[config.mk]
export PLATFORM = sky130hd
export DESIGN_NAME = uart_tx_mmio
export DESIGN_NICKNAME = d
export VERILOG_FILES = /design/src/rtl/uart_tx_mmio.sv
export SDC_FILE = /design/constraint.sdc
export NUM_CORES = 1
export LEC_CHECK = 0
export CORE_ASPECT_RATIO = 1.2
export CORE_MARGIN = 8
export CORE_UTILIZATION = 49
export CTS_CLUSTER_DIAMETER = 100
export DETAILED_ROUTE_END_ITERATION = 12
export GPL_TIMING_DRIVEN = 0
export PLACE_DENSITY = 0.75
export SYNTH_ARGS = -nofsm -noshare
export SYNTH_HDL_FRONTEND = slang
export SYNTH_SLANG_ARGS = --single-unit
[constraint.sdc]
create_clock -name clk -period 4.6 [get_ports clk]
set_input_delay 0.92 -clock clk [delete_from_list [all_inputs] [get_ports clk]]
set_output_delay 0.92 -clock clk [all_outputs]
set_load 0.1 [all_outputs]
[src/rtl/uart_tx_mmio.sv]
// uart_tx_mmio: memory-mapped 8N1 UART transmitter with TX FIFO.
// Bus-visible TXDATA/STATUS/DIVISOR/CTRL registers and a drain interrupt.
module uart_tx_mmio #(
    parameter int unsigned FIFO_DEPTH = 8,
    parameter logic [15:0] DIV_RESET  = 16'd434
) (
    input  logic        clk,
    input  logic        rst,
    input  logic        ce,
    input  logic        we,
    input  logic [31:0] addr,
    input  logic [3:0]  sel,
    input  logic [31:0] data_i,
    output logic [31:0] data_o,
    output logic        txd,
    output logic        tx_int_o
);

    localparam int AW = $clog2(FIFO_DEPTH);
    localparam int CW = AW + 1;

    localparam logic [1:0] S_IDLE  = 2'd0;
    localparam logic [1:0] S_START = 2'd1;
    localparam logic [1:0] S_DATA  = 2'd2;
    localparam logic [1:0] S_STOP  = 2'd3;

    localparam logic [1:0] A_TXDATA = 2'd0;
    localparam logic [1:0] A_STATUS = 2'd1;
    localparam logic [1:0] A_DIV    = 2'd2;
    localparam logic [1:0] A_CTRL   = 2'd3;

    // Bus decode
    logic       wr_en;
    logic [1:0] reg_a;
    logic       push_req;
    logic       push;
    logic       pop;
    logic       ovf_set;
    logic       ovf_clr;

    // FIFO
    logic [7:0]    mem_q [FIFO_DEPTH];
    logic [AW-1:0] wptr_q, wptr_d;
    logic [AW-1:0] rptr_q, rptr_d;
    logic [CW-1:0] count_q, count_d;
    logic          full;
    logic          empty;
    logic [7:0]    head;

    // Registers
    logic [15:0] div_q, div_d;
    logic [15:0] div_eff;
    logic        tx_en_q, tx_en_d;
    logic        int_en_q, int_en_d;
    logic        ovf_q, ovf_d;

    // Serial engine
    logic [1:0]  state_q, state_d;
    logic [15:0] cnt_q, cnt_d;
    logic [2:0]  bit_q, bit_d;
    logic [7:0]  shift_q, shift_d;
    logic        txd_q, txd_d;
    logic        last;
    logic        busy;

    logic [31:0] rdata;
    logic        unused_ok;

    assign wr_en    = ce & we;
    assign reg_a    = addr[3:2];
    assign push_req = wr_en & (reg_a == A_TXDATA) & sel[0];
    assign full     = (count_q == CW'(FIFO_DEPTH));
    assign empty    = (count_q == '0);
    // Full is judged on pre-edge occupancy, even if a pop lands on this edge
    assign push     = push_req & ~full;
    assign ovf_set  = push_req & full;
    assign ovf_clr  = wr_en & (reg_a == A_STATUS) & sel[0] & data_i[3];
    assign head     = mem_q[rptr_q];
    assign div_eff  = (div_q == 16'd0) ? 16'd1 : div_q;
    assign last     = (cnt_q == 16'd1);
    assign busy     = (state_q != S_IDLE);

    assign unused_ok = ^{addr[31:4], addr[1:0], sel[3:2], data_i[31:16]};

    // FIFO storage; contents need no reset since pointers define validity
    always_ff @(posedge clk) begin
        if (push) begin
            mem_q[wptr_q] <= data_i[7:0];
        end
    end

    // FIFO pointer and occupancy next-state
    always_comb begin
        wptr_d  = wptr_q;
        rptr_d  = rptr_q;
        count_d = count_q;
        if (push) begin
            wptr_d = wptr_q + AW'(1);
        end
        if (pop) begin
            rptr_d = rptr_q + AW'(1);
        end
        unique case ({push, pop})
            2'b10:   count_d = count_q + CW'(1);
            2'b01:   count_d = count_q - CW'(1);
            default: count_d = count_q;
        endcase
    end

    // Software-visible control registers and sticky overflow
    always_comb begin
        div_d    = div_q;
        tx_en_d  = tx_en_q;
        int_en_d = int_en_q;
        ovf_d    = ovf_q;
        if (wr_en && reg_a == A_DIV) begin
            if (sel[0]) div_d[7:0]  = data_i[7:0];
            if (sel[1]) div_d[15:8] = data_i[15:8];
        end
        if (wr_en && reg_a == A_CTRL && sel[0]) begin
            tx_en_d  = data_i[0];
            int_en_d = data_i[1];
        end
        if (ovf_clr) begin
            ovf_d = 1'b0;
        end
        if (ovf_set) begin
            ovf_d = 1'b1;
        end
    end

    // Frame sequencer: start bit, 8 data bits LSB first, stop bit
    always_comb begin
        state_d = state_q;
        cnt_d   = cnt_q;
        bit_d   = bit_q;
        shift_d = shift_q;
        pop     = 1'b0;
        unique case (state_q)
            S_IDLE: begin
                if (tx_en_q && !empty) begin
                    pop     = 1'b1;
                    shift_d = head;
                    cnt_d   = div_eff;
                    state_d = S_START;
                end
            end
            S_START: begin
                if (last) begin
                    cnt_d   = div_eff;
                    bit_d   = 3'd0;
                    state_d = S_DATA;
                end else begin
                    cnt_d = cnt_q - 16'd1;
                end
            end
            S_DATA: begin
                if (last) begin
                    cnt_d = div_eff;
                    if (bit_q == 3'd7) begin
                        state_d = S_STOP;
                    end else begin
                        bit_d   = bit_q + 3'd1;
                        shift_d = {1'b0, shift_q[7:1]};
                    end
                end else begin
                    cnt_d = cnt_q - 16'd1;
                end
            end
            S_STOP: begin
                if (last) begin
                    // Chain straight into the next frame with no idle gap
                    if (tx_en_q && !empty) begin
                        pop     = 1'b1;
                        shift_d = head;
                        cnt_d   = div_eff;
                        state_d = S_START;
                    end else begin
                        state_d = S_IDLE;
                    end
                end else begin
                    cnt_d = cnt_q - 16'd1;
                end
            end
            default: state_d = S_IDLE;
        endcase
    end

    // Line level follows the next state so txd is a clean flop output
    always_comb begin
        txd_d = 1'b1;
        unique case (state_d)
            S_START: txd_d = 1'b0;
            S_DATA:  txd_d = shift_d[0];
            default: txd_d = 1'b1;
        endcase
    end

    // State registers with asynchronous active-low reset
    always_ff @(posedge clk or negedge rst) begin
        if (!rst) begin
            wptr_q   <= '0;
            rptr_q   <= '0;
            count_q  <= '0;
            div_q    <= DIV_RESET;
            tx_en_q  <= 1'b0;
            int_en_q <= 1'b0;
            ovf_q    <= 1'b0;
            state_q  <= S_IDLE;
            cnt_q    <= 16'd0;
            bit_q    <= 3'd0;
            shift_q  <= 8'd0;
            txd_q    <= 1'b1;
        end else begin
            wptr_q   <= wptr_d;
            rptr_q   <= rptr_d;
            count_q  <= count_d;
            div_q    <= div_d;
            tx_en_q  <= tx_en_d;
            int_en_q <= int_en_d;
            ovf_q    <= ovf_d;
            state_q  <= state_d;
            cnt_q    <= cnt_d;
            bit_q    <= bit_d;
            shift_q  <= shift_d;
            txd_q    <= txd_d;
        end
    end

    // Register read mux; side-effect free
    always_comb begin
        rdata = 32'h0;
        unique case (reg_a)
            A_TXDATA: rdata = 32'h0;
            A_STATUS: begin
                rdata[0]      = busy;
                rdata[1]      = full;
                rdata[2]      = empty;
                rdata[3]      = ovf_q;
                rdata[8 +: CW] = count_q;
            end
            A_DIV:    rdata[15:0] = div_q;
            A_CTRL:   rdata[1:0]  = {int_en_q, tx_en_q};
            default:  rdata = 32'h0;
        endcase
    end

    assign data_o   = (ce && !we) ? rdata : 32'h0;
    assign txd      = txd_q;
    assign tx_int_o = int_en_q & empty & (state_q == S_IDLE);

endmodule

==> results of run 1 <==
## layout make-up
| class | count | area (µm²) | area share, % |
|---|---|---|---|
| flip-flops and latches | 123 | 3406 | 45.09 |
| multi-input cells | 349 | 2644 | 35.00 |
| clock inverters | 15 | 165.2 | 2.187 |
| inverters | 15 | 56.30 | 0.7454 |
| plain buffers | 41 | 224.0 | 2.965 |
| clock buffers | 17 | 425.4 | 5.632 |
| repair buffers | 43 | 427.9 | 5.665 |
| well taps | 164 | 205.2 | 2.717 |
## worst max-delay path: stages
cell and delay [ns]:
clkdlybuf4s50_1 0.45, inv_1 0.12, ha_1 0.18, clkbuf_1 0.35, a22oi_1 0.16, a21oi_1 0.19
clkdlybuf4s50_1 1.15
## metrics by stage
stage	instance area, µm²	total power [W]	utilization (%)	hold slack [ns]
floorplan	6297	0.002783	-	0.4428
global placement	6903	0.003142	54.98	0.4623
detailed placement	6945	0.003218	55.32	0.4725
CTS	7527	0.004548	59.95	0.4787
global route	7553	0.004785	60.16	0.5126
finish	7553	0.004543	60.16	0.4719
## sequential cells by signal, indices dropped and copies added, names as in the netlist, 2 cells and up
| name | count |
|---|---|
| bit_q | 3 |
| cnt_q | 16 |
| count_q | 4 |
| div_q | 16 |
| mem_q | 64 |
| rptr_q | 3 |
| shift_q | 8 |
| state_q | 2 |
| wptr_q | 3 |
## final timing paths
| kind | cells after the start | to | start | slack (ns) |
|---|---|---|---|---|
| worst max-delay path | 7 | data_o[1] | addr[2] | 0.15 |
| worst min-delay path | 1 | div_q[10] | rst | 0.47 |
| worst max register to register | 13 | count_q[3] | cnt_q[1] | 1.29 |
| worst min register to register | 2 | bit_q[2] | bit_q[2] | 0.49 |
| max in group asynchronous | 2 | div_q[7] | rst | 3.48 |
| min in group clk | 2 | bit_q[2] | bit_q[2] | 0.49 |
## cells in the mapped netlist (all sizes together), types with 7 or more instances
cell	n	area [µm²]
nor3	10	50.05
a21oi	22	110.1
xnor2	7	61.31
nor4	12	120.1
and2	7	43.79
dfrtp	53	1326
o21ai	33	165.2
edfxtp	64	1922
clkbuf	14	52.55
nor2	40	152.6
mux2	19	214.0
a22oi	15	117.6
inv	15	56.30
mux2i	14	140.1
buf	27	171.4
mux4	15	337.8
nand2	41	153.9
ha	19	237.7
## per-layer routing
metal | part of all wire [%] | GRT usage, % | wire length [µm]
met1 | 39 | 20.35 | 5787
met4 | 2.5 | 9.540 | 368
met5 | 0 | 0 | 0
met3 | 6.3 | 4.735 | 927
met2 | 52 | 30.96 | 7684
## power groups by stage
stage | Sequential (W) | Clock, W | Combinational (W)
global placement | 0.00155 | 0 | 0.00159
CTS | 0.00155 | 0.00134 | 0.00166
detailed placement | 0.00157 | 0 | 0.00165
floorplan | 0.00153 | 0 | 0.00125
finish | 0.00156 | 0.00132 | 0.00167
global route | 0.00158 | 0.00138 | 0.00183
## kinds of logic after synthesis
kind of cell / synth area share (%)
other: 0.06009
xor gates and xnor gates: 1.684
buffers and inverters: 4.491
DFF: 54.57
muxes: 11.09
adders and majority gates: 4.130
and+or+nand+nor: 13.03
AOI/OAI and AO/OA: 10.95
## timing repair
| item | CTS | global route |
|---|---|---|
| setup buffers | 0 | 0 |
| gates resized for setup | 7 | 4 |
| hold buffers | 0 | 0 |
| endpoints found under the setup margin | 7 | 4 |
| gates cloned | 0 | 0 |
==> impl_metrics.json, run 1 <==
{
  "cts-buffers-inserted": 17,
  "final_nets": 682,
  "hold_violations": 0,
  "first_global_vias": 4488,
  "yosysWarnings": 0,
  "place_congestion": 0.9422,
  "htreeDepth": 4,
  "drt_iter0_drc": 293,
  "synth_seq_cells": 123,
  "synthCells": 513,
  "peakVddDrop_v": 0.0003376,
  "drv_cap": 0,
  "leakage_nw": 2.990,
  "grt_use_total_pct": 18.14,
  "initial_utilization_pct": 49.71,
  "criticalPathCategory": "in2out",
  "syn_area_mm2": 0.006241,
  "yosysSeqAreaShare_pct": 54.57,
  "layout_commonest_cell": "edfxtp_1",
  "post_drt_wl_per_cell_um": 19.25,
  "clock-sinks": 123,
  "cp-end-kind": "primary output",
  "dieHeight_um": 139.6,
  "p_clk_share_pct": 29.0,
  "setup_ws_ns": 0.1489,
  "viasPerCell": 5.774,
  "p_per_area_mw_per_mm2": 601.5,
  "cts.clk_slew.worst_paths_ns": 0.06,
  "drive_gt1_share_pct": 19.73,
  "num-fill-cells": 943,
  "drtAntennaViolNets": 0,
  "switchingPower_w": 0.001723,
  "portBuffers": 40,
  "chipWidth_um": 119.0,
  "cts_tree": "built",
  "clock_path_buffers": 2,
  "num_antenna_cells": 0,
  "grt_max_degree": 39,
  "skew_ns": 0.01009,
  "status": "finished clean",
  "max_freq_mhz": 224.7,
  "syn_avg_cell_area_um2": 12.17,
  "dp_cells": 735,
  "p_int_w": 0.002820,
  "dp_slack_ns": -0.1024,
  "critPathMaxFanout": 10,
  "slew_headroom_pct": 12.02,
  "period_share_pct": 96.76,
  "comb_power_share_pct": 36.7,
  "synth_cell_types": 68,
  "hp-class": "in2async",
  "ys_dominant_reg_cell": "edfxtp_1",
  "antenna_found_initial": 0,
  "grt.overflow.total": 0,
  "slew_violations": 0,
  "period_needed_ns": 4.451,
  "layout_common_cells": "edfxtp_1 (64), dfrtp_1 (53), nand2_1 (41)",
  "clkLatencyLatePin_ns": 0.42,
  "num_vias": 4429,
  "wl_um": 14770,
  "start_kind": "input port",
  "cp.arrival_ns": 3.53,
  "setup-tns-final_ns": 0,
  "async_flop_share_pct": 47.97,
  "firstDrtPassIters": 6,
  "rows": 45,
  "dpl.hpwl_um": 10670,
  "rsz0062_at_grt": "false",
  "drc": 0,
  "die_area_mm2": 0.01662,
  "cp.required_ns": 3.68,
  "switching_share_pct": 37.92,
  "tightest_slew_ns": 1.317,
  "pin_count": 106,
  "pwr-share-seq_pct": 34.2,
  "synth_edf_count": 64,
  "syn2layout_area_growth_pct": 21.03,
  "grt_pass1_wl_um": 23650,
  "setup_violations": 0,
  "final_cells": 767,
  "core_mm2": 0.01256,
  "root_buffer": "clkbuf_16"
}
Note: power is estimated with default switching activity, not from simulation.
==> run 2: changes to the inputs <==
--- a/config.mk
+++ b/config.mk
@@ -9,6 +9,7 @@
 export CORE_MARGIN = 8
 export CORE_UTILIZATION = 49
 export CTS_CLUSTER_DIAMETER = 100
+export CTS_CLUSTER_SIZE = 10
 export DETAILED_ROUTE_END_ITERATION = 12
 export GPL_TIMING_DRIVEN = 0
 export PLACE_DENSITY = 0.75
==> results of run 2 <==
Final layout, timing and power as in run 1 (identical DEF).
